--- src/rtl/pipelined_cla_adder.sv ---
// Pipelined carry-lookahead adder/subtractor, STAGES segments of WIDTH/STAGES bits,
// valid/ready on both sides. Define CLA_SATURATE_EN to clamp signed overflow at the output.
module pipelined_cla_adder #(
  parameter int WIDTH  = 32,
  parameter int STAGES = 4
) (
  input  logic             clk,
  input  logic             rst,
  input  logic             in_valid,
  output logic             in_ready,
  input  logic [WIDTH-1:0] a,
  input  logic [WIDTH-1:0] b,
  input  logic             cin,
  input  logic             sub,
  output logic             out_valid,
  input  logic             out_ready,
  output logic [WIDTH-1:0] sum,
  output logic             cout,
  output logic             overflow
);

  localparam int SEG = WIDTH / STAGES;

  // Index j holds register Rj: operands, partial sum and carry into segment j.
  logic [WIDTH-1:0] a_r [STAGES];
  logic [WIDTH-1:0] b_r [STAGES];
  logic [WIDTH-1:0] s_r [STAGES];
  logic [STAGES-1:0] c_r;
  logic [STAGES-1:0] v_r;

  logic [WIDTH-1:0] sum_r;
  logic             cout_r;
  logic             ovf_r;
  logic             vout_r;

  logic [WIDTH-1:0] sn [STAGES];
  logic [STAGES-1:0] cn;
  logic [STAGES:0]   ld;
  logic [WIDTH-1:0]  fin_s;
  logic              fin_ov;

  // Flattened lookahead: every carry is an OR of generate/propagate product terms.
  function automatic logic [SEG:0] lookahead(input logic [SEG-1:0] p,
                                             input logic [SEG-1:0] g,
                                             input logic           c0);
    logic [SEG:0] c;
    logic         term;
    c    = '0;
    c[0] = c0;
    for (int i = 0; i < SEG; i++) begin
      term = c0;
      for (int m = 0; m <= i; m++) term = term & p[m];
      c[i+1] = term;
      for (int j = 0; j <= i; j++) begin
        term = g[j];
        for (int m = j + 1; m <= i; m++) term = term & p[m];
        c[i+1] = c[i+1] | term;
      end
    end
    return c;
  endfunction

  // Segment resolution for every stage.
  always_comb begin : seg_logic
    logic [SEG-1:0] p;
    logic [SEG-1:0] g;
    logic [SEG:0]   cc;
    p  = '0;
    g  = '0;
    cc = '0;
    cn = '0;
    for (int j = 0; j < STAGES; j++) begin
      p     = a_r[j][j*SEG +: SEG] ^ b_r[j][j*SEG +: SEG];
      g     = a_r[j][j*SEG +: SEG] & b_r[j][j*SEG +: SEG];
      cc    = lookahead(p, g, c_r[j]);
      sn[j] = s_r[j];
      sn[j][j*SEG +: SEG] = p ^ cc[SEG-1:0];
      cn[j] = cc[SEG];
    end
  end

  // A register may load unless it and everything downstream is full and the sink stalls.
  always_comb begin : load_logic
    logic full_tail;
    ld         = '0;
    full_tail  = vout_r;
    ld[STAGES] = ~vout_r | out_ready;
    for (int j = STAGES - 1; j >= 0; j--) begin
      full_tail = full_tail & v_r[j];
      ld[j]     = ~full_tail | out_ready;
    end
  end

  // Overflow uses the captured b_eff sign; clamping happens before the output register.
  always_comb begin
    fin_ov = (a_r[STAGES-1][WIDTH-1] == b_r[STAGES-1][WIDTH-1]) &
             (sn[STAGES-1][WIDTH-1] != a_r[STAGES-1][WIDTH-1]);
`ifdef CLA_SATURATE_EN
    if (fin_ov) begin
      fin_s = a_r[STAGES-1][WIDTH-1] ? {1'b1, {(WIDTH-1){1'b0}}}
                                     : {1'b0, {(WIDTH-1){1'b1}}};
    end else begin
      fin_s = sn[STAGES-1];
    end
`else
    fin_s = sn[STAGES-1];
`endif
  end

  // Pipeline registers; data only moves with a valid token to limit toggling.
  always_ff @(posedge clk or posedge rst) begin
    if (rst) begin
      for (int j = 0; j < STAGES; j++) begin
        a_r[j] <= '0;
        b_r[j] <= '0;
        s_r[j] <= '0;
      end
      c_r    <= '0;
      v_r    <= '0;
      sum_r  <= '0;
      cout_r <= 1'b0;
      ovf_r  <= 1'b0;
      vout_r <= 1'b0;
    end else begin
      if (ld[0]) begin
        v_r[0] <= in_valid;
        if (in_valid) begin
          a_r[0] <= a;
          b_r[0] <= sub ? ~b : b;
          s_r[0] <= '0;
          c_r[0] <= sub | cin;
        end
      end
      for (int j = 1; j < STAGES; j++) begin
        if (ld[j]) begin
          v_r[j] <= v_r[j-1];
          if (v_r[j-1]) begin
            a_r[j] <= a_r[j-1];
            b_r[j] <= b_r[j-1];
            s_r[j] <= sn[j-1];
            c_r[j] <= cn[j-1];
          end
        end
      end
      if (ld[STAGES]) begin
        vout_r <= v_r[STAGES-1];
        if (v_r[STAGES-1]) begin
          sum_r  <= fin_s;
          cout_r <= cn[STAGES-1];
          ovf_r  <= fin_ov;
        end
      end
    end
  end

  assign in_ready  = ld[0];
  assign out_valid = vout_r;
  assign sum       = sum_r;
  assign cout      = cout_r;
  assign overflow  = ovf_r;

endmodule

--- config.mk ---
export PLATFORM = sky130hd
export DESIGN_NAME = pipelined_cla_adder
export DESIGN_NICKNAME = d
export VERILOG_FILES = /design/src/rtl/pipelined_cla_adder.sv
export SDC_FILE = /design/constraint.sdc
export NUM_CORES = 1
export LEC_CHECK = 0
export CORE_UTILIZATION = 57
export DETAILED_ROUTE_END_ITERATION = 10
export PLACE_DENSITY_LB_ADDON = 0.05
export REMOVE_ABC_BUFFERS = 1
export SYNTH_ARGS = -nofsm -noshare
export SYNTH_HDL_FRONTEND = slang
export SYNTH_SLANG_ARGS = --single-unit
--- constraint.sdc ---
create_clock -name clk -period 10.45 [get_ports clk]
set_clock_uncertainty 0.1 [all_clocks]
set_input_delay 1.045 -clock clk [delete_from_list [all_inputs] [get_ports clk]]
set_output_delay 1.045 -clock clk [all_outputs]
set_load 0.02 [all_outputs]
==> metrics.md <==
| Metric | Value |
|---|---|
| Horiz. Die Dim | `140.9 um` |
| Max-cap check violation count | `0` |
| Leading cell type by number of instances after synthesis | `nand2_1` |
| Pwr dens | `around 260 nW/um^2` |
| Critical path startpoint category | `input pin` |
| IR Drop Worst-Case VDD | `roughly 0.13 mV` |
| Root buffer selected by CTS | `clkbuf_16` |
| Ratio of cells with drive above 1 in the final layout | `0.1067` |
| Post-synthesis xor/xnor area fraction | `0.03424` |
| Async S/R FF share, synth | `1.000` |
| Drt first-iter violations | `approximately 300` |
| Post-synthesis mux area share | `0.06199` |
| Top cells by area, synth | `dfrtp_1 (57%), nand2_1 (15%), mux2_2 (5.8%)` |
| Endpoint type of the worst setup path | `output pin` |
| Post-synth design cell area | `11000 sq um` |
| GRT Total Usage | `0.2222` |
| Clock latency reported for the late side of the worst-skew pair | `530 ps` |
| Worst relative slew slack | `0.2379` |
| F_max | `256.6 MHz` |
| Fraction of synthesized cell area taken by the top area cell type | `0.5710` |
| Portion of the post-synthesis area used by sequential elements | `0.5710` |
| Worst-path fanout max | `5` |
| Start of the worst register-to-register path | `v_r[3]` |
| Worst Path Buf+Inv | `2` |
| CP peak stage delay | `580 ps` |
| # DRC | `0` |
| Post-Synthesis Cells | `around 1100` |
| Commonest cells post-synth | `nand2_1 (440), dfrtp_1 (251), mux2_2 (57)` |
| # Post-CTS Setup Buffers | `0` |
| Number of clock sinks | `251` |
| Final Hold Violating Endpoints | `0` |
| Detailed-route vias per instance | `5.186` |
| Wire length of the first global-routing pass | `35590 um` |
| Detailed Place HPWL | `approximately 13000 um` |
| Total non-filler cell area in the finished layout | `13100 sq um` |
| Maximum number of pins on one net before global-route repair | `121` |
| # nets final | `around 1300` |
| Most prevalent standard cell on the critical path | `clkdlybuf4s50_1` |
| Cell-by-cell listing of the critical path | `clkdlybuf4s50_1 -> and4b_1 -> nand3_1 -> clkdlybuf4s50_1` |
| CTS resizes | `0` |
| Crit. Startpoint | `out_ready` |
| Boundary pin count | `between 100 and 150` |
| Global placement routability congestion | `between 0.7 and 0.8` |
| Core area | `18830 sq um` |
| Yosys warnings | `0` |
| Leakage power summed over all cells | `between 6 and 7 nW` |
| Outcome | `complete, no violations` |
| Compound-gate portion of the synthesized area | `0.08064` |
| Routed length per placed instance | `14.43 um` |
| Required time reported for the critical path endpoint | `9310 ps` |
| Total vias in the final route | `7473` |
| Port Buffer Count | `between 100 and 150` |
| Max stage delay cell, worst path | `clkdlybuf4s50_1` |
| Fin crit period | `3897 ps` |
| Number of distinct library cells after synthesis | `50` |
| Slew Limit Fails | `0` |
| Data arrival time of the critical path | `2750 ps` |
| Global route total overflow | `0` |
| Starting density of the core | `0.5842` |
| Synth Register Bits | `251` |
| Source of the worst hold timing path | `s_r[42]` |
| Simple-gate share of the synthesized area | `0.1771` |
| Largest family of logic cells by synthesized area | `simple AND/OR/NAND/NOR gates` |
| Synthesized area per cell | `between 10 and 15 sq um` |
| Area growth from synthesis to layout | `19.04%` |
| Die area | `19860 sq um` |
| Die Y-Extent | `140.9 um` |
| Routed wire length | `between 20000 and 25000 um` |
| CTS Buffer Depth | `3` |
| Placed cell area | `12230 sq um` |
| Final setup violation count | `0` |
| Flip-flop cell with the highest count after synthesis | `dfrtp_1` |
| Number of antenna violations at the first check in global routing | `0` |
| Number of buffers inserted by hold repair at cts | `0` |
| Worst hold path type | `flop to flop` |
| RSZ-0062 raised after global routing | `no` |
| Cell taking the most area after synthesis | `dfrtp_1` |
| H-tree Lvls | `1` |
| ANT nets after route | `0` |
| Final antenna diode count | `0` |
| Transition time of the tightest slew-check pin | `1140 ps` |
| Final clock period utilization by the worst path | `0.3730` |
| Via count of the first global-routing pass | `about 7300` |
| Floorplan row count | `50` |
| Number of flops mapped to enable cells by yosys | `0` |
| CTS Buf Count | `26` |
| Fraction of the mapped netlist area in adder cells | `0.04823` |
| Fin Setup TNS | `0 ps` |
| Clock transition at the registers of the reported paths | `60 ps` |
| Clock tree from TritonCTS | `yes` |
| Length of the first detailed-routing pass in iterations | `6` |
| Class of the most critical setup path | `input pin to output pin` |
| Largest delay share family, worst path | `buffers and inverters` |
[final timing paths]
kind | end | slack, ps | depth (start not counted)
worst min-delay path | fin_s[10] | 360 | 2
worst min register to register | fin_s[10] | 360 | 2
min in group asynchronous | sum[3] | 990 | 2
max in group asynchronous | s_r[68] | 7050 | 4
worst max register to register | a_r[111] | 7580 | 4
worst max-delay path | in_ready | 6550 | 4
[cells in the final DEF (no fill, tap or decap), types with 2 or more instances in the layout]
master           count
xnor2_1             43
dfrtp_1            251
clkbuf_8             5
a2111oi_4            2
o31ai_1             16
clkdlybuf4s50_1    104
clkbuf_1             7
nand2_2              2
a21oi_1             13
fa_1                 4
nor3_1              12
inv_1                9
ha_1                36
a2111o_1             3
o21ai_0             47
nand4_1              3
a21o_1               7
nor3_2               2
nand3_1              5
clkbuf_16           27
o211ai_1             5
nand2_1            438
o21ai_4              3
nand4b_1             2
mux2_2              57
bufinv_16            2
mux2i_1              4
a2111oi_2            3
a211oi_1             3
o21a_1               8
nand2b_1             7
o21ai_1              5
buf_4                8
clkinv_2             5
nor2_1               7
o31a_1               3
[per-layer routing]
layer  vias up  track usage  routed length, um
li1       3718            -                  -
met1      3597       0.3140              10050
met5         -            0                  0
met3        34      0.02683                653
met4         0      0.06579                509
met2       124       0.3637               9574
[tightest hold or removal path, delay by kind of cell (launching register included)]
kind | cells | cell delay, ps
DFF | 1 | 340
and+or+nand+nor | 2 | 100
[per-stage QoR]
step / instances / utilization / setup slack [ps] / hold slack (ps) / power [W]
after floorplan: 1021 / - / 2405 / 332.3 / 0.002184
after global placement: 1394 / 0.6495 / 6410 / 344.9 / 0.002507
after detailed placement: 1394 / 0.6495 / 6386 / 347.6 / 0.002544
after CTS: 1441 / 0.6954 / 6558 / 357.7 / 0.003480
after global routing: 1441 / 0.6954 / 6496 / 370.1 / 0.003670
final: 1441 / 0.6954 / 6553 / 359.9 / 0.003441
[logic make-up after synthesis]
| logic type | Yosys count |
|---|---|
| flops | 251 |
| simple gates | 489 |
| fa+ha+maj | 40 |
| buf+inv | 61 |
| compound gates | 127 |
| mux | 61 |
| xor+xnor | 43 |
[power by group]
group / leakage, nW / internal, W / switching [W]
clock network: 0.429 / 0.000557 / 0.000364
registers: 3.09 / 0.00129 / 0.000188
logic: 2.79 / 0.000475 / 0.000564
[layout make-up]
cell class	count	area, sq um
clock buffers	39	770.7
inverters	10	45.04
repair buffers	113	1106
multi-input cells	760	4473
well taps	260	325.3
flip-flops and latches	251	6281
fillers	1471	5736
clock inverters	8	93.84
[flip-flops by register name, summed over array words and instances, names as in the netlist]
signal / flops
cout: 1
v_r: 4
out_valid: 1
c_r: 4
sum: 32
s_r: 24
overflow: 1
b_r: 80
fin_s: 24
a_r: 80
(Power assumes the default switching activity.)
